### config.mk
export PLATFORM = sky130hd
export DESIGN_NAME = alu_core_flat
export DESIGN_NICKNAME = d
export VERILOG_FILES = /design/src/rtl/alu_pkg.sv /design/src/rtl/alu_core_if.sv /design/src/rtl/alu_bcd_adjust.sv /design/src/rtl/alu_core.sv /design/src/flat_wrapper.sv
export SDC_FILE = /design/constraint.sdc
export NUM_CORES = 1
export LEC_CHECK = 0
export CORE_MARGIN = 2
export CORE_UTILIZATION = 39
export DETAILED_ROUTE_END_ITERATION = 10
export HOLD_SLACK_MARGIN = 0.06
export PLACE_DENSITY = 0.76
export RECOVER_POWER = 25
export SETUP_SLACK_MARGIN = 0.1
export SYNTH_ARGS = -nofsm -noshare
export SYNTH_HDL_FRONTEND = slang
export SYNTH_HIERARCHICAL = 1
export SYNTH_SLANG_ARGS = --single-unit
### constraint.sdc
create_clock -name CLK -period 8.3 [get_ports CLK]
set_input_delay 0.83 -clock CLK [delete_from_list [all_inputs] [get_ports CLK]]
set_output_delay 0.83 -clock CLK [all_outputs]
set_load 0.01 [all_outputs]
### src/rtl/alu_pkg.sv
`default_nettype none
// ============================================================================
//  Module   : alu_pkg
//  Purpose  : BCD adjust constants and the op-strobe bundle for the ALU slice.
//  Revision : 1.0  initial release
// ============================================================================
package alu_pkg;

    localparam logic [3:0] c_bcd_adj = 4'd6;
    localparam logic [4:0] c_bcd_lim = 5'd9;
    localparam logic [4:0] c_nib_max = 5'd15;

    typedef struct packed {
        logic ands;
        logic eors;
        logic ors;
        logic srs;
        logic sums;
    } op_strobes_t;

endpackage
`default_nettype wire

### src/rtl/alu_core_if.sv
`default_nettype none
// ============================================================================
//  Module   : alu_core_if
//  Purpose  : Control-side bundle between the ALU sequencer and the datapath.
//  Revision : 1.0  initial release
// ============================================================================
interface alu_core_if;

    logic       PHI1;
    logic       PHI2;
    logic [7:0] SB;
    logic [7:0] DB;
    logic [7:0] ADL;
    logic       NDB_ADD;
    logic       DB_ADD;
    logic       ADL_ADD;
    logic       SB_ADD;
    logic       Z_ADD;
    logic       ANDS;
    logic       EORS;
    logic       ORS;
    logic       SRS;
    logic       SUMS;
    logic       n_ACIN;
    logic       n_DAA;
    logic       n_DSA;
    logic       SB_AC;
    logic [7:0] ADD;
    logic       ACR;
    logic       AVR;
    logic       n_COUT;
    logic       DC3;
    logic [7:0] AC;

    modport master (
        output PHI1, PHI2, SB, DB, ADL, NDB_ADD, DB_ADD, ADL_ADD, SB_ADD, Z_ADD,
               ANDS, EORS, ORS, SRS, SUMS, n_ACIN, n_DAA, n_DSA, SB_AC,
        input  ADD, ACR, AVR, n_COUT, DC3, AC
    );

    modport slave (
        input  PHI1, PHI2, SB, DB, ADL, NDB_ADD, DB_ADD, ADL_ADD, SB_ADD, Z_ADD,
               ANDS, EORS, ORS, SRS, SUMS, n_ACIN, n_DAA, n_DSA, SB_AC,
        output ADD, ACR, AVR, n_COUT, DC3, AC
    );

endinterface
`default_nettype wire

### src/rtl/alu_bcd_adjust.sv
`default_nettype none
// ============================================================================
//  Module   : alu_bcd_adjust
//  Purpose  : Per-nibble decimal correction applied on the SB -> AC transfer.
//  Revision : 1.0  initial release
// ============================================================================
module alu_bcd_adjust
    import alu_pkg::*;
(
    input  wire  [7:0] i_sb,
    input  wire        i_daa,
    input  wire        i_dsa,
    input  wire        i_acr,
    input  wire        i_dc3,
    output logic [7:0] o_corrected
);

    logic [3:0] w_lo;
    logic [3:0] w_hi;

    // Nibbles wrap independently; no carry or borrow crosses the boundary.
    always_comb begin
        w_lo = i_sb[3:0];
        w_hi = i_sb[7:4];
        if (i_daa) begin
            if (i_dc3) w_lo = w_lo + c_bcd_adj;
            if (i_acr) w_hi = w_hi + c_bcd_adj;
        end else if (i_dsa) begin
            if (!i_dc3) w_lo = w_lo - c_bcd_adj;
            if (!i_acr) w_hi = w_hi - c_bcd_adj;
        end
        o_corrected = {w_hi, w_lo};
    end

endmodule
`default_nettype wire

### src/rtl/alu_core.sv
`default_nettype none
// ============================================================================
//  Module   : alu_core
//  Purpose  : ALU datapath: input latches, logic/sum/shift result, flags, AC.
//  Revision : 1.0  initial release
// ============================================================================
module alu_core
    import alu_pkg::*;
#(
    parameter bit HAS_BCD = 1'b1
) (
    input  wire        CLK,
    input  wire        n_RES,
    alu_core_if.slave  bus
);

    logic [7:0]  r_ai;
    logic [7:0]  r_bi;
    logic [7:0]  r_add;
    logic        r_acr;
    logic        r_avr;
    logic        r_dc3;
    logic [7:0]  r_ac;

    logic        w_tick1;
    logic        w_tick2;
    logic        w_daa;
    logic        w_dsa;
    op_strobes_t w_ops;
    logic        w_bi_sel;
    logic [7:0]  w_bi_new;
    logic [7:0]  w_and;
    logic [4:0]  w_lo;
    logic [4:0]  w_hi;
    logic        w_dc3_sum;
    logic        w_acr_sum;
    logic [7:0]  w_sum;
    logic [7:0]  w_res;
    logic        w_acr;
    logic        w_avr;
    logic        w_dc3;
    logic [7:0]  w_ac_fix;

    assign w_tick2 = bus.PHI2 & ~bus.PHI1;
    assign w_tick1 = bus.PHI1 & ~bus.PHI2;

    // DAA wins when both adjusts are requested; the 2A03 build has no BCD.
    assign w_daa = HAS_BCD & ~bus.n_DAA;
    assign w_dsa = HAS_BCD & ~bus.n_DSA & ~w_daa;

    assign w_ops = '{ands: bus.ANDS, eors: bus.EORS, ors: bus.ORS,
                     srs: bus.SRS, sums: bus.SUMS};

    // Selected BI sources are wire-ANDed onto the latch.
    assign w_bi_sel = bus.NDB_ADD | bus.DB_ADD | bus.ADL_ADD;
    assign w_bi_new = (bus.DB_ADD  ? bus.DB  : 8'hFF)
                    & (bus.NDB_ADD ? ~bus.DB : 8'hFF)
                    & (bus.ADL_ADD ? bus.ADL : 8'hFF);

    assign w_and = r_ai & r_bi;

    always_comb begin
        w_lo      = {1'b0, r_ai[3:0]} + {1'b0, r_bi[3:0]} + {4'd0, ~bus.n_ACIN};
        w_dc3_sum = (w_lo > c_nib_max) | (w_daa & (w_lo > c_bcd_lim));
        w_hi      = {1'b0, r_ai[7:4]} + {1'b0, r_bi[7:4]} + {4'd0, w_dc3_sum};
        w_acr_sum = (w_hi > c_nib_max) | (w_daa & (w_hi > c_bcd_lim));
        w_sum     = {w_hi[3:0], w_lo[3:0]};

        w_res = 8'h00;
        w_acr = 1'b0;
        w_avr = 1'b0;
        w_dc3 = 1'b0;
        if (w_ops.ands) w_res = w_res | w_and;
        if (w_ops.ors)  w_res = w_res | (r_ai | r_bi);
        if (w_ops.eors) w_res = w_res | (r_ai ^ r_bi);
        if (w_ops.srs) begin
            w_res = w_res | {1'b0, w_and[7:1]};
            w_acr = w_and[0];
        end
        if (w_ops.sums) begin
            w_res = w_res | w_sum;
            w_acr = w_acr | w_acr_sum;
            w_dc3 = w_dc3_sum;
            w_avr = ~(r_ai[7] ^ r_bi[7]) & (r_ai[7] ^ w_sum[7]);
        end
    end

    alu_bcd_adjust u_bcd_adjust (
        .i_sb        (bus.SB),
        .i_daa       (w_daa),
        .i_dsa       (w_dsa),
        .i_acr       (r_acr),
        .i_dc3       (r_dc3),
        .o_corrected (w_ac_fix)
    );

    always_ff @(posedge CLK or negedge n_RES) begin
        if (!n_RES) begin
            r_ai  <= 8'h00;
            r_bi  <= 8'h00;
            r_add <= 8'h00;
            r_acr <= 1'b0;
            r_avr <= 1'b0;
            r_dc3 <= 1'b0;
            r_ac  <= 8'h00;
        end else begin
            if (w_tick2) begin
                if (bus.Z_ADD)       r_ai <= 8'h00;
                else if (bus.SB_ADD) r_ai <= bus.SB;
                if (w_bi_sel)        r_bi <= w_bi_new;
            end
            // AC correction sees the flags from before this tick's update.
            if (w_tick1) begin
                r_add <= w_res;
                r_acr <= w_acr;
                r_avr <= w_avr;
                r_dc3 <= w_dc3;
                if (bus.SB_AC) r_ac <= w_ac_fix;
            end
        end
    end

    assign bus.ADD    = r_add;
    assign bus.ACR    = r_acr;
    assign bus.AVR    = r_avr;
    assign bus.n_COUT = ~r_acr;
    assign bus.DC3    = r_dc3;
    assign bus.AC     = r_ac;

endmodule
`default_nettype wire

### src/flat_wrapper.sv
// flat-port wrapper written by rule: the top's interface ports become plain ports
module alu_core_flat import alu_pkg::*;
#(
    parameter bit HAS_BCD = 1'b1
)
  (CLK, n_RES, bus_PHI1, bus_PHI2, bus_SB, bus_DB, bus_ADL, bus_NDB_ADD, bus_DB_ADD, bus_ADL_ADD, bus_SB_ADD, bus_Z_ADD, bus_ANDS, bus_EORS, bus_ORS, bus_SRS, bus_SUMS, bus_n_ACIN, bus_n_DAA, bus_n_DSA, bus_SB_AC, bus_ADD, bus_ACR, bus_AVR, bus_n_COUT, bus_DC3, bus_AC);
  alu_core_if bus_i ();
  input  wire CLK;
  input  wire n_RES;
  input wire logic [$bits(bus_i.PHI1)-1:0] bus_PHI1;
  input wire logic [$bits(bus_i.PHI2)-1:0] bus_PHI2;
  input wire logic [$bits(bus_i.SB)-1:0] bus_SB;
  input wire logic [$bits(bus_i.DB)-1:0] bus_DB;
  input wire logic [$bits(bus_i.ADL)-1:0] bus_ADL;
  input wire logic [$bits(bus_i.NDB_ADD)-1:0] bus_NDB_ADD;
  input wire logic [$bits(bus_i.DB_ADD)-1:0] bus_DB_ADD;
  input wire logic [$bits(bus_i.ADL_ADD)-1:0] bus_ADL_ADD;
  input wire logic [$bits(bus_i.SB_ADD)-1:0] bus_SB_ADD;
  input wire logic [$bits(bus_i.Z_ADD)-1:0] bus_Z_ADD;
  input wire logic [$bits(bus_i.ANDS)-1:0] bus_ANDS;
  input wire logic [$bits(bus_i.EORS)-1:0] bus_EORS;
  input wire logic [$bits(bus_i.ORS)-1:0] bus_ORS;
  input wire logic [$bits(bus_i.SRS)-1:0] bus_SRS;
  input wire logic [$bits(bus_i.SUMS)-1:0] bus_SUMS;
  input wire logic [$bits(bus_i.n_ACIN)-1:0] bus_n_ACIN;
  input wire logic [$bits(bus_i.n_DAA)-1:0] bus_n_DAA;
  input wire logic [$bits(bus_i.n_DSA)-1:0] bus_n_DSA;
  input wire logic [$bits(bus_i.SB_AC)-1:0] bus_SB_AC;
  output wire logic [$bits(bus_i.ADD)-1:0] bus_ADD;
  output wire logic [$bits(bus_i.ACR)-1:0] bus_ACR;
  output wire logic [$bits(bus_i.AVR)-1:0] bus_AVR;
  output wire logic [$bits(bus_i.n_COUT)-1:0] bus_n_COUT;
  output wire logic [$bits(bus_i.DC3)-1:0] bus_DC3;
  output wire logic [$bits(bus_i.AC)-1:0] bus_AC;
  assign bus_i.PHI1 = bus_PHI1;
  assign bus_i.PHI2 = bus_PHI2;
  assign bus_i.SB = bus_SB;
  assign bus_i.DB = bus_DB;
  assign bus_i.ADL = bus_ADL;
  assign bus_i.NDB_ADD = bus_NDB_ADD;
  assign bus_i.DB_ADD = bus_DB_ADD;
  assign bus_i.ADL_ADD = bus_ADL_ADD;
  assign bus_i.SB_ADD = bus_SB_ADD;
  assign bus_i.Z_ADD = bus_Z_ADD;
  assign bus_i.ANDS = bus_ANDS;
  assign bus_i.EORS = bus_EORS;
  assign bus_i.ORS = bus_ORS;
  assign bus_i.SRS = bus_SRS;
  assign bus_i.SUMS = bus_SUMS;
  assign bus_i.n_ACIN = bus_n_ACIN;
  assign bus_i.n_DAA = bus_n_DAA;
  assign bus_i.n_DSA = bus_n_DSA;
  assign bus_i.SB_AC = bus_SB_AC;
  assign bus_ADD = bus_i.ADD;
  assign bus_ACR = bus_i.ACR;
  assign bus_AVR = bus_i.AVR;
  assign bus_n_COUT = bus_i.n_COUT;
  assign bus_DC3 = bus_i.DC3;
  assign bus_AC = bus_i.AC;
  alu_core #(.HAS_BCD(HAS_BCD)) u_core (.CLK(CLK), .n_RES(n_RES), .bus(bus_i));
endmodule
* Yosys cells after proc, flatten, opt, wreduce, memory -nomap -nowiden
Cells that the tools add are included.
** Cells by class
- Equal/unequal tests :: 0
- Shift operators :: 0
- Mux-type cells :: 22
- Order comparisons :: 4
- Reduce and logical (&&, ||, !) cells :: 4
- Bitwise logic cells :: 30
- $mul :: 0
- Add/sub/neg operators :: 8
- Divide/modulo/power cells :: 0
** Operator list (number)
- two-way mux 8 bit :: 10
- two-way mux 4 bit :: 8
- bitwise OR 8 bit :: 4
- bitwise AND 8 bit :: 3
- > comparator 5 x 4 -> 1 bit (second input constant) :: 4
- adder 4 x 4 -> 5 bit :: 2
- adder 5 x 1 -> 5 bit :: 2
- adder 4 x 3 -> 4 bit (second input constant) :: 2
- inverter 8 bit :: 1
- bitwise OR 8 x 7 -> 8 bit :: 1
- subtractor 4 x 3 -> 4 bit (second input constant) :: 2
- XOR 8 bit :: 1
- inverter 1 bit :: 7
- bitwise AND 1 bit :: 6
- AND reduction 2 bit :: 3
- bitwise OR 1 bit :: 5
- two-way mux 1 bit :: 4
- nonzero test 2 bit :: 1
- XOR 1 bit :: 2
** Storage, ports and cells
- Output and inout bits :: 20
- Bits in registers :: 35
- Memories :: 0
- Word-level logic and storage cells :: 75
- Bits in latches :: 0
- Input port bits :: 42
- RAM bits :: 0
- Bits in read-only memories :: 0

* Longest topological paths before layout
Gate-level depths: netlist of run 1.
- Depth after elaboration :: 11
- Gate-level depth with buffers :: 13
- Mapped depth without buffers :: 13

* Cells and area by module
Netlist of run 1, hierarchy kept.
** By module, submodules not included
- alu_core :: instances 1, cells an instance 233, seq. area each 875.8 sq um, area each 2208.4 sq um
- alu_bcd_adjust :: instances 1, cells an instance 29, seq. area each 0.0 sq um, area each 229.0 sq um

* Worst setup path after synthesis of run 1
Ideal clock, no wire load.
- Path kind :: input to register
- Start :: input bus_n_ACIN
- End :: register u_core.r_add[5] (netlist: u_core/bus.ADD[5])
- Cell stages on the path :: 11
- Slack :: 4.733 ns
- Required time :: 8.168 ns
- Setup time :: 0.132 ns
- Buffers on the path :: 0
- Arrival :: 3.435 ns
- Cell sequence :: inv_1 > fa_1 > inv_1 > fa_1 > a21oi_1 > a311oi_4 > fa_1 > fa_1 > o21ai_0 > a2111oi_0 > nor2_1
** Between the ends
- Cells in the longest elaborated chain, start to end :: 8
- Elaborated cells between the ends (all ways) :: 9
- Those cells by class :: add/sub (2); order compare (2); mux (1); bitwise (4)
** Ends and longest elaborated chain
- start: declaration :: line flat_wrapper.sv:25 : input wire logic [$bits(bus_i.n_ACIN)-1:0] bus_n_ACIN;
- inverter 1 bit * :: line alu_core.sv:63 : w_lo = {1'b0, r_ai[3:0]} + {1'b0, r_bi[3:0]} + {4'd0, ~bus.n_ACIN};
- adder 5 x 1 -> 5 bit * :: line alu_core.sv:63
- > comparator 5 x 4 -> 1 bit :: line alu_core.sv:64 : w_dc3_sum = (w_lo > c_nib_max) | (w_daa & (w_lo > c_bcd_lim));
- bitwise AND 1 bit :: line alu_core.sv:64
- bitwise OR 1 bit * :: line alu_core.sv:64
- adder 5 x 1 -> 5 bit * :: line alu_core.sv:65 : w_hi = {1'b0, r_ai[7:4]} + {1'b0, r_bi[7:4]} + {4'd0, w_dc3_sum};
- bitwise OR 8 bit * :: line alu_core.sv:81 : w_res = w_res | w_sum;
- two-way mux 8 bit * :: line alu_core.sv:80 : if (w_ops.sums) begin
- end signal: assignment :: line alu_core.sv:114 : r_add <= w_res;
- end: declaration :: line alu_core.sv:19 : logic [7:0] r_add;
Mark *: on every way between the ends. The rest lies on a longest branch, timed or not.
A chain may end at the register's enable or synchronous reset.

* Worst setup path in the final report of run 1
Ends and elaborated chain as after synthesis.

==> results.txt, run 1 <==
EDFF count, synth -> 0
Worst-path clk slew -> 0.07 ns
Layout cells sized above 1 -> 4.98%
Min-Delay Path Class -> flip-flop to flip-flop
Die width -> 83.1 um
Filler cells -> 549
Die ar. -> 6900 um^2
Worst-margin pin slew -> 1.84 ns
Asr flop ratio synth -> 100%
Clock Latency Late Sink -> 0.29 ns
Final worst slack -> 4.35 ns
Clock sinks -> 35
Initial antenna violation count -> 0
First-pass GRT wire length -> 9790 um
M1 wire length -> 2670 um
Setup crit start kind -> input port
Switching Fraction -> 31.1%
P_sw -> 210 uW
CP Class -> input port to flip-flop
R2R depth -> 10
Num CTS Buffers -> 5
Leakage -> 0.00138 uW
CP Cell Sequence -> clkdlybuf4s50_1 > inv_1 > fa_1 > inv_1 > fa_1 > a21oi_1 > a311oi_4 > fa_1 > fa_1 > o21ai_0 > a2111oi_0 > nor2_1
Largest net degree at the start of global routing -> 36
Max Used Layer -> met4
Cell Area, Synth -> 2440 um^2
Root Buffer -> clkbuf_8
DR vias/cell -> 5.20
Ports -> 62
Period utilisation layout -> 47.6%
H-tree depth -> 2
Hold Fails Final Rpt -> 0
Crit-path max cell delay -> 0.52 ns
RSZ-0062 raised after global routing -> no
Pwr dens -> 209 nW/um^2
Post-CTS Repair Setup Buffers -> 0
Clock network power share -> 27.5%
Worst hold path depth -> 2
Fin crit period -> 3.95 ns
Routability Congestion -> 0.888
Gr ovfl total -> 0
P_int -> 465 uW
Main synth FF type -> dfrtp_1
DRC -> 0
Routed wire length on met3 -> 362 um
Initial Util -> 40.7%
Global Route Usage Sum -> 17.4%
Post-Route Setup TNS -> 0 ns
Mapped Nets -> 328
Req. time, crit path -> 8.47 ns
Core area -> 5990 um^2
Slowest cell on the critical path -> fa_1
Drt total wl -> 5770 um
Syn_area_per_cell -> 9.30 um^2
Tot Pwr -> 675 uW
DR vias -> 2060
Half-perimeter wire length after placement -> 4480 um
CP endpoint kind -> flip-flop
DRT iter0 DRCs -> 189
Nets -> 386
Final Non-Filler Cells -> 396
Peak supply drop -> 0.105 mV
Crit path DAT -> 4.12 ns
Port bufs -> 61
Die height -> 83.1 um
Total of warnings raised by yosys -> 6
Setup WS pre-CTS -> 4.07 ns
Diode count -> 0
Max cap viols -> 1
Number of gates resized after CTS -> 0
Sequential Power Share -> 34.6%
Final Skew -> 0.00284 ns
Combinational Power Share -> 37.9%
Highest clock rate -> 0.253 GHz
TritonCTS clock tree -> done
DRT Pass-1 Iters -> 4
Unique masters post-synth -> 39
#FFs+latches synth -> 35
Outcome -> finished with violations
Sequential area share after synthesis -> 35.9%
Most used cell, CP -> fa_1
Failing checks -> capacitance limit, slew limit
Setup-failing EPs final -> 0
Register Area -> 876 um^2
Routed Antenna Nets -> 0
Vias in the first global route -> 1992
Syn Inst Count -> 262
Post-CTS Hold Buffers -> 0
P&R area growth vs syn -> 32.4%
Critical path peak fanout -> 2
Max-slew violations -> 36
Routed len/inst -> 14.6 um
Routed wire length on met2 -> 2610 um
Max Buffers Root-to-Sink -> 2
Placed Cells -> 388
Multi-input gate area -> 1410 um^2
# rows -> 28
Max-slew headroom -> -22.8%
[Yosys cell counts, types with 2 or more instances]
cell	count	area, um^2
a2111oi_0	3	26.3
a21oi_1	6	30.0
a221oi_1	3	26.3
a31oi_1	5	31.3
buf_2	4	20.0
buf_4	2	15.0
clkbuf_1	4	15.0
dfrtp_1	35	876
fa_1	4	80.1
ha_1	20	250
inv_1	25	93.8
inv_2	2	7.51
mux2_1	10	113
mux2i_1	10	100
nand2_1	21	78.8
nand2b_1	14	87.6
nand3_1	9	45.0
nand3b_1	8	60.1
nor2_1	17	63.8
nor2b_1	3	18.8
o21a_1	3	22.5
o21ai_0	12	60.1
o21ai_1	19	95.1
o32ai_1	3	26.3
xnor2_1	4	35.0
xor2_1	3	26.3
[layer usage]
metal / global-route usage (%) / up-vias
met5: 0 / -
met2: 26.9 / 79
met3: 4.67 / 12
met4: 7.15 / 0
met1: 23.2 / 956
li1: - / 1013
[layout make-up]
| type | instances | share of cell area [%] |
|---|---|---|
| flip-flops and latches | 35 | 27.1 |
| clock inverters | 3 | 2.09 |
| repair buffers | 62 | 19.0 |
| clock buffers | 5 | 2.13 |
| inverters | 27 | 3.14 |
| well taps | 75 | 2.91 |
| multi-input cells | 189 | 43.6 |
[flip-flops by register name, summed over array words and instances, names as in the netlist]
signal and count:
u_core/bus.AC 8, u_core/r_ai 8, u_core/r_bi 8, u_core/bus.ADD 8, u_core/bus.DC3 1, u_core/bus.AVR 1
u_core/bus.ACR 1
[layout by cell type (no fill, tap or decap), types with 4 or more instances in the layout]
| master | count |
|---|---|
| a21oi_1 | 6 |
| a31oi_1 | 5 |
| clkbuf_8 | 5 |
| clkdlybuf4s50_1 | 60 |
| dfrtp_1 | 35 |
| fa_1 | 4 |
| ha_1 | 20 |
| inv_1 | 25 |
| mux2_1 | 10 |
| mux2i_1 | 10 |
| nand2_1 | 21 |
| nand2b_1 | 14 |
| nand3_1 | 9 |
| nand3b_1 | 8 |
| nor2_1 | 17 |
| o21ai_0 | 12 |
| o21ai_1 | 19 |
| xnor2_1 | 4 |
[cell families after synthesis]
| group | count (synthesis) | synth area share (%) |
|---|---|---|
| buf+inv | 38 | 6.37 |
| xor+xnor | 7 | 2.52 |
| mux | 21 | 9.19 |
| flops | 35 | 35.9 |
| simple gates | 77 | 16.5 |
| compound gates | 60 | 16.0 |
| fa+ha+maj | 24 | 13.6 |
[critical path: cells and delay by family]
family / cells / cell delay, ns
AOI/OAI and AO/OA: 4 / 0.88
and+or+nand+nor: 1 / 0.07
buffers and inverters: 3 / 0.58
adders and majority gates: 4 / 1.76
[stage by stage]
step                hold WS [ns]  utilization [%]  area [um^2]
finish                     0.483             53.9         3230
CTS                        0.490             53.9         3230
global route               0.505             53.9         3230
floorplan                  0.517                -         2440
detailed placement         0.474             51.7         3100
global placement           0.465             51.7         3100
[power groups by stage]
| stage | Clock [uW] | Sequential [uW] | Combinational, uW |
|---|---|---|---|
| 4_1_cts | 189 | 235 | 256 |
| 6_report | 185 | 234 | 256 |
| 3_3_place_gp | 0 | 235 | 248 |
| 3_5_place_dp | 0 | 238 | 254 |
| 5_1_grt | 196 | 240 | 282 |
| 2_1_floorplan | 0 | 246 | 131 |
[path summary, 6_finish.rpt]
| kind | slack (ns) | from | endpoint |
|---|---|---|---|
| hold reg to reg | 0.48 | u_core/bus.AVR | u_core/bus.AVR |
| hold / removal | 0.48 | u_core/bus.AVR | u_core/bus.AVR |
| min in group asynchronous | 1.57 | n_RES | u_core/bus.ADD[2] |
| setup / recovery | 4.35 | bus_n_ACIN | u_core/bus.ADD[5] |
| setup reg to reg | 4.90 | u_core/r_ai[0] | u_core/bus.ADD[5] |
| max in group asynchronous | 5.66 | n_RES | u_core/r_bi[6] |
No activity file was read; power rests on OpenSTA's default activity.
==> run 2, diff against run 1 <==
- PLACE_DENSITY: 0.76 -> 0.79
- clock period: 8.3 -> 3.6 ns (I/O delays scaled with it)
==> run 2 against run 1 <==
The run still ends with capacitance limit, slew limit left; clock-buffer cell count unchanged; setup slack worse by 4.1 ns; utilization down 0.21 points; via count up 0.83%; die area unchanged; combinational power up 140%; routed wire length up 0.24%; clock power up 52%; non-clock buffer count up 3; largest cell class unchanged.
==> results.txt, run 2 (synthesized netlist as in run 1, its figures left out) <==
Outcome -> finished with violations
Failing checks -> capacitance limit, slew limit
Final worst slack -> 0.274 ns (-4.08 ns)
Critical path peak fanout -> 2 (unchanged)
Period utilisation layout -> 92.4%
Worst R2R End -> u_core/bus.ACR
TritonCTS clock tree -> done
Max cap viols -> 1 (unchanged)
Die height -> 83.1 um (unchanged)
Most frequent cells in the layout -> clkdlybuf4s50_1, dfrtp_1, inv_1
Hold Fails Final Rpt -> 0 (unchanged)
Global Route Usage Sum -> 16.7% (-0.71 points)
Clock Latency Late Sink -> 0.29 ns (about the same)
Root Buffer -> clkbuf_8
Req. time, crit path -> 3.77 ns (-4.70 ns)
First-pass GRT wire length -> 9540 um (-2.5%)
R2R depth -> 11 (+1)
P&R area growth vs syn -> 31.9%
Drt total wl -> 5790 um (+0.24%)
Max-slew headroom -> -25.8% (-2.9 points)
Half-perimeter wire length after placement -> 4560 um (+1.9%)
Filler cells -> 548 (-0.18%)
Crit path DAT -> 3.50 ns (-0.62 ns)
Min-Delay Endpoint -> u_core/bus.AC[7]
Highest clock rate -> 0.301 GHz
Worst R2R Start -> u_core/r_ai[0]
Commonest non-fill, non-tap cell in the layout -> clkdlybuf4s50_1
Worst-margin pin slew -> 1.89 ns (+0.0438 ns)
Largest net degree at the start of global routing -> 36 (unchanged)
Die width -> 83.1 um (unchanged)
DRT iter0 DRCs -> 116 (-39%)
Nets -> 389 (+0.78%)
Register-to-register setup slack -> 0.36 ns (-4.54 ns)
DR vias -> 2077 (+0.83%)
Die ar. -> 6900 um^2 (unchanged)
Routability Congestion -> 0.921 (+3.7%)
Layout cells sized above 1 -> 6.79% (+1.8 points)
Routed len/inst -> 14.5 um (-0.51%)
Leakage -> 0.00137 uW (-0.64%)
# rows -> 28 (unchanged)
Setup-failing EPs final -> 0 (unchanged)
Setup crit start kind -> input port
Post-CTS Hold Buffers -> 0 (unchanged)
DRT Pass-1 Iters -> 4 (unchanged)
Port bufs -> 61 (unchanged)
Clock sinks -> 35 (unchanged)
Pwr dens -> 444 nW/um^2 (+110%)
Fin crit period -> 3.33 ns
Vias in the first global route -> 1990 (-0.10%)
H-tree depth -> 2 (unchanged)
Initial Util -> 40.7% (unchanged)
Worst hold path depth -> 1 (-1)
Num CTS Buffers -> 5 (unchanged)
Ports -> 62 (unchanged)
Worst-path clk slew -> 0.08 ns (about the same)
DR vias/cell -> 5.21 (about the same)
Max Buffers Root-to-Sink -> 2 (unchanged)
Hold Startpoint -> u_core/bus.AC[7]
Min-Delay Path Class -> flip-flop to flip-flop
DRC -> 0 (unchanged)
CP endpoint kind -> flip-flop
Core area -> 5990 um^2 (unchanged)
Gr ovfl total -> 0 (unchanged)
RSZ-0062 raised after global routing -> no
Routed Antenna Nets -> 0 (unchanged)
Diode count -> 0 (unchanged)
Setup WS pre-CTS -> -0.175 ns (-4.25 ns)
Max-slew violations -> 36 (unchanged)
Initial antenna violation count -> 0 (unchanged)
Peak supply drop -> 0.250 mV (+140%)
Final Util -> 53.7% (-0.21 points)
CP Class -> input port to flip-flop
Final Skew -> 0.00526 ns (+0.00242 ns)
==> run 2: routing by layer <==
metal / global-route usage [%] / wire length (um)
met1: 22.4 / 2670
met2: 26.8 / 2650
met3: 3.78 / 363
met4: 5.37 / 104
met5: 0 / 0
==> run 2: worst max-delay path by stage <==
stage / from / to / slack, ns / cells past startpoint
after floorplan: u_core/r_ai[0] / u_core/bus.ADD[5] / 0.43 / 10
after global placement: bus_n_ACIN / u_core/bus.ADD[5] / -0.06 / 12
after detailed placement: bus_n_ACIN / u_core/bus.ADD[5] / -0.18 / 12
after CTS: bus_n_ACIN / u_core/bus.ADD[5] / 0.13 / 12
after global routing: bus_n_ACIN / u_core/bus.ADD[5] / 0.13 / 12
final: bus_n_ACIN / u_core/bus.ACR / 0.27 / 13
==> run 2: worst max-delay path: stages <==
cell	delay, ns
clkdlybuf4s50_1	0.45
inv_1	0.04
fa_1	0.39
inv_1	0.09
fa_1	0.46
a21oi_2	0.19
a311oi_4	0.12
fa_2	0.38
fa_1	0.41
xnor2_1	0.16
o21a_1	0.18
o32ai_1	0.21
a21oi_1	0.06
==> run 2: per-stage QoR <==
stage / cell area (um^2) / TNS [ns] / hold slack, ns / cells / total power [uW]
global placement: 3120 / -0.112 / 0.465 / 391 / 1120
floorplan: 2440 / 0 / 0.0644 / 262 / 868
global route: 3220 / 0 / 0.517 / 399 / 1530
finish: 3220 / 0 / 0.491 / 399 / 1430
CTS: 3210 / 0 / 0.500 / 399 / 1430
detailed placement: 3120 / -0.300 / 0.484 / 391 / 1140
==> run 2: repair_timing <==
item,4_1_cts,5_1_grt
setup endpoints to repair,0,2
buffers inserted,0,0
gates resized for setup,0,4
==> run 2: area by class of cell <==
class	instances	area, um^2	area share, %
flip-flops and latches	35	876	27.2
clock buffers	5	68.8	2.14
repair buffers	65	637	19.8
inverters	27	101	3.15
well taps	75	93.8	2.92
multi-input cells	189	1420	44.1
clock inverters	3	20.0	0.623
==> run 2: power by group <==
group | internal (uW) | switching [uW]
clock network | 134 | 146
logic | 327 | 285
registers | 480 | 56.3
==> run 3, diff against run 2 <==
- PLACE_DENSITY: 0.79 -> 0.76
- clock period: 3.6 -> 3.5 ns (I/O delays scaled with it)
==> run 3 against run 2 <==
The run still ends with capacitance limit, slew limit left; register-to-register slack lost 0.09 ns; power is 3.4% higher; utilization grew 0.17 points; via count hardly changed; hold slack got worse by 0.0022 ns; final cell count rose by 0.25%; clock-buffer cell count stayed put.
==> results.txt, run 3 (synthesized netlist as in run 1, its figures left out) <==
DRC -> 0 (unchanged)
Gr ovfl total -> 0 (unchanged)
H-tree depth -> 2 (unchanged)
Commonest non-fill, non-tap cell in the layout -> clkdlybuf4s50_1
Gr busiest metal -> met2
Final Util -> 53.8% (+0.17 points)
Fin crit period -> 3.31 ns
Hold Fails Final Rpt -> 0 (unchanged)
Setup crit start kind -> input port
TritonCTS clock tree -> done
GRT met3 Usage -> 4.08% (+0.30 points)
Failing checks -> capacitance limit, slew limit
GR Layer Usage met2 -> 28.4% (+1.6 points)
Die height -> 83.1 um (unchanged)
DR vias -> 2076 (-0.048%)
Final Skew -> 0.00639 ns (+0.00112 ns)
Root Buffer -> clkbuf_8
Max-slew headroom -> -25.4% (+0.33 points)
Highest clock rate -> 0.302 GHz
Die ar. -> 6900 um^2 (unchanged)
Peak supply drop -> 0.222 mV (-11%)
Period utilisation layout -> 94.5%
Setup crit start -> bus_n_ACIN
First-pass GRT wire length -> 9860 um (+3.3%)
Num CTS Buffers -> 5 (unchanged)
Drt total wl -> 5970 um (+3.1%)
Most frequent cells in the layout -> clkdlybuf4s50_1, dfrtp_1, inv_1
Crit path DAT -> 3.48 ns (-0.02 ns)
Clock sinks -> 35 (unchanged)
Leakage -> 0.00138 uW (+0.85%)
Critical path peak fanout -> 2 (unchanged)
Pwr dens -> 458 nW/um^2 (+3.0%)
Worst-path clk slew -> 0.08 ns (about the same)
DRT Pass-1 Iters -> 8 (+4)
Max Buffers Root-to-Sink -> 2 (unchanged)
Largest net degree at the start of global routing -> 36 (unchanged)
Nets -> 390 (+0.26%)
Routed Antenna Nets -> 0 (unchanged)
# rows -> 28 (unchanged)
Die width -> 83.1 um (unchanged)
Register-to-register setup slack -> 0.27 ns (-0.09 ns)
Half-perimeter wire length after placement -> 4490 um (-1.7%)
Outcome -> finished with violations
Routed len/inst -> 14.9 um (+2.8%)
Ports -> 62 (unchanged)
CP endpoint kind -> flip-flop
Min-Delay Path Class -> flip-flop to flip-flop
Met1 usage -> 22.6% (+0.19 points)
Hold Startpoint -> u_core/bus.AVR
Vias in the first global route -> 2072 (+4.1%)
Max cap viols -> 1 (unchanged)
Diode count -> 0 (unchanged)
Max-slew violations -> 36 (unchanged)
Placed Cells -> 391 (unchanged)
Worst R2R Start -> u_core/r_ai[0]
Initial Util -> 40.7% (unchanged)
Final Non-Filler Cells -> 400 (+0.25%)
P&R area growth vs syn -> 32.3%
Routability Congestion -> 0.905 (-1.7%)
RSZ-0062 raised after global routing -> no
Worst-margin pin slew -> 1.88 ns (-0.00494 ns)
CP Class -> input port to flip-flop
Filler cells -> 567 (+3.5%)
Port bufs -> 61 (unchanged)
Initial antenna violation count -> 0 (unchanged)
Req. time, crit path -> 3.67 ns (-0.10 ns)
Setup-failing EPs final -> 0 (unchanged)
DRT iter0 DRCs -> 162 (+40%)
Clock Latency Late Sink -> 0.29 ns (about the same)
DR vias/cell -> 5.19 (-0.30%)
Core area -> 5990 um^2 (unchanged)
Layout cells sized above 1 -> 8.00% (+1.2 points)
Global Route Usage Sum -> 17.4% (+0.67 points)
-- run 3: what timing repair did --
| item | 4_1_cts | 5_1_grt |
|---|---|---|
| buffers inserted | 0 | 1 |
| endpoints found under the setup margin | 0 | 2 |
| hold buffers | 0 | 0 |
| gates resized for setup | 0 | 7 |
-- run 3: metal layers --
layer  part of all wire (%)  vias up
met4                    1.3        0
met2                     46       90
li1                       -     1023
met3                    5.9        6
met5                      0        -
met1                     47      957
-- run 3: worst paths after layout --
check / depth (start not counted) / endpoint
max: 12 / u_core/bus.ADD[5]
min: 2 / u_core/bus.AVR
max reg2reg: 10 / u_core/bus.ADD[5]
min reg2reg: 2 / u_core/bus.AVR
max in group asynchronous: 2 / u_core/bus.AC[2]
min in group asynchronous: 2 / u_core/bus.ADD[1]
-- run 3: area by class of cell --
| class | count | area (um^2) | area share [%] |
|---|---|---|---|
| multi-input combinational | 189 | 1430 | 44.2 |
| timing repair buffer | 66 | 644 | 20.0 |
| tap | 75 | 93.8 | 2.91 |
| clock buffer | 5 | 68.8 | 2.13 |
| sequential | 35 | 876 | 27.2 |
| clock inverter | 3 | 15.0 | 0.465 |
| inverter | 27 | 101 | 3.14 |
-- run 3: worst max-delay path: stages --
cell	delay [ns]
clkdlybuf4s50_1	0.45
inv_1	0.05
fa_2	0.35
inv_2	0.07
fa_1	0.45
a21oi_2	0.22
a311oi_4	0.13
fa_2	0.40
fa_2	0.54
o21ai_0	0.07
a2111oi_1	0.33
nor2_1	0.07
-- run 3: per-stage QoR --
| stage | instance area [um^2] | total power (uW) | worst slack, ns | hold slack [ns] | TNS (ns) |
|---|---|---|---|---|---|
| detailed placement | 3120 | 1170 | -0.204 | 0.474 | -0.385 |
| global placement | 3120 | 1150 | -0.156 | 0.465 | -0.296 |
| global route | 3230 | 1580 | 0.0881 | 0.523 | 0 |
| floorplan | 2440 | 893 | 0.335 | 0.0544 | 0 |
| finish | 3230 | 1480 | 0.193 | 0.489 | 0 |
| CTS | 3200 | 1460 | 0.106 | 0.491 | 0 |
-- run 3: power breakdown --
group	leakage, uW	switching [uW]	internal [uW]
sequential	0.000424	59.2	494
combinational	0.000906	295	341
clock	0.0000477	151	136
total	0.00138	505	972
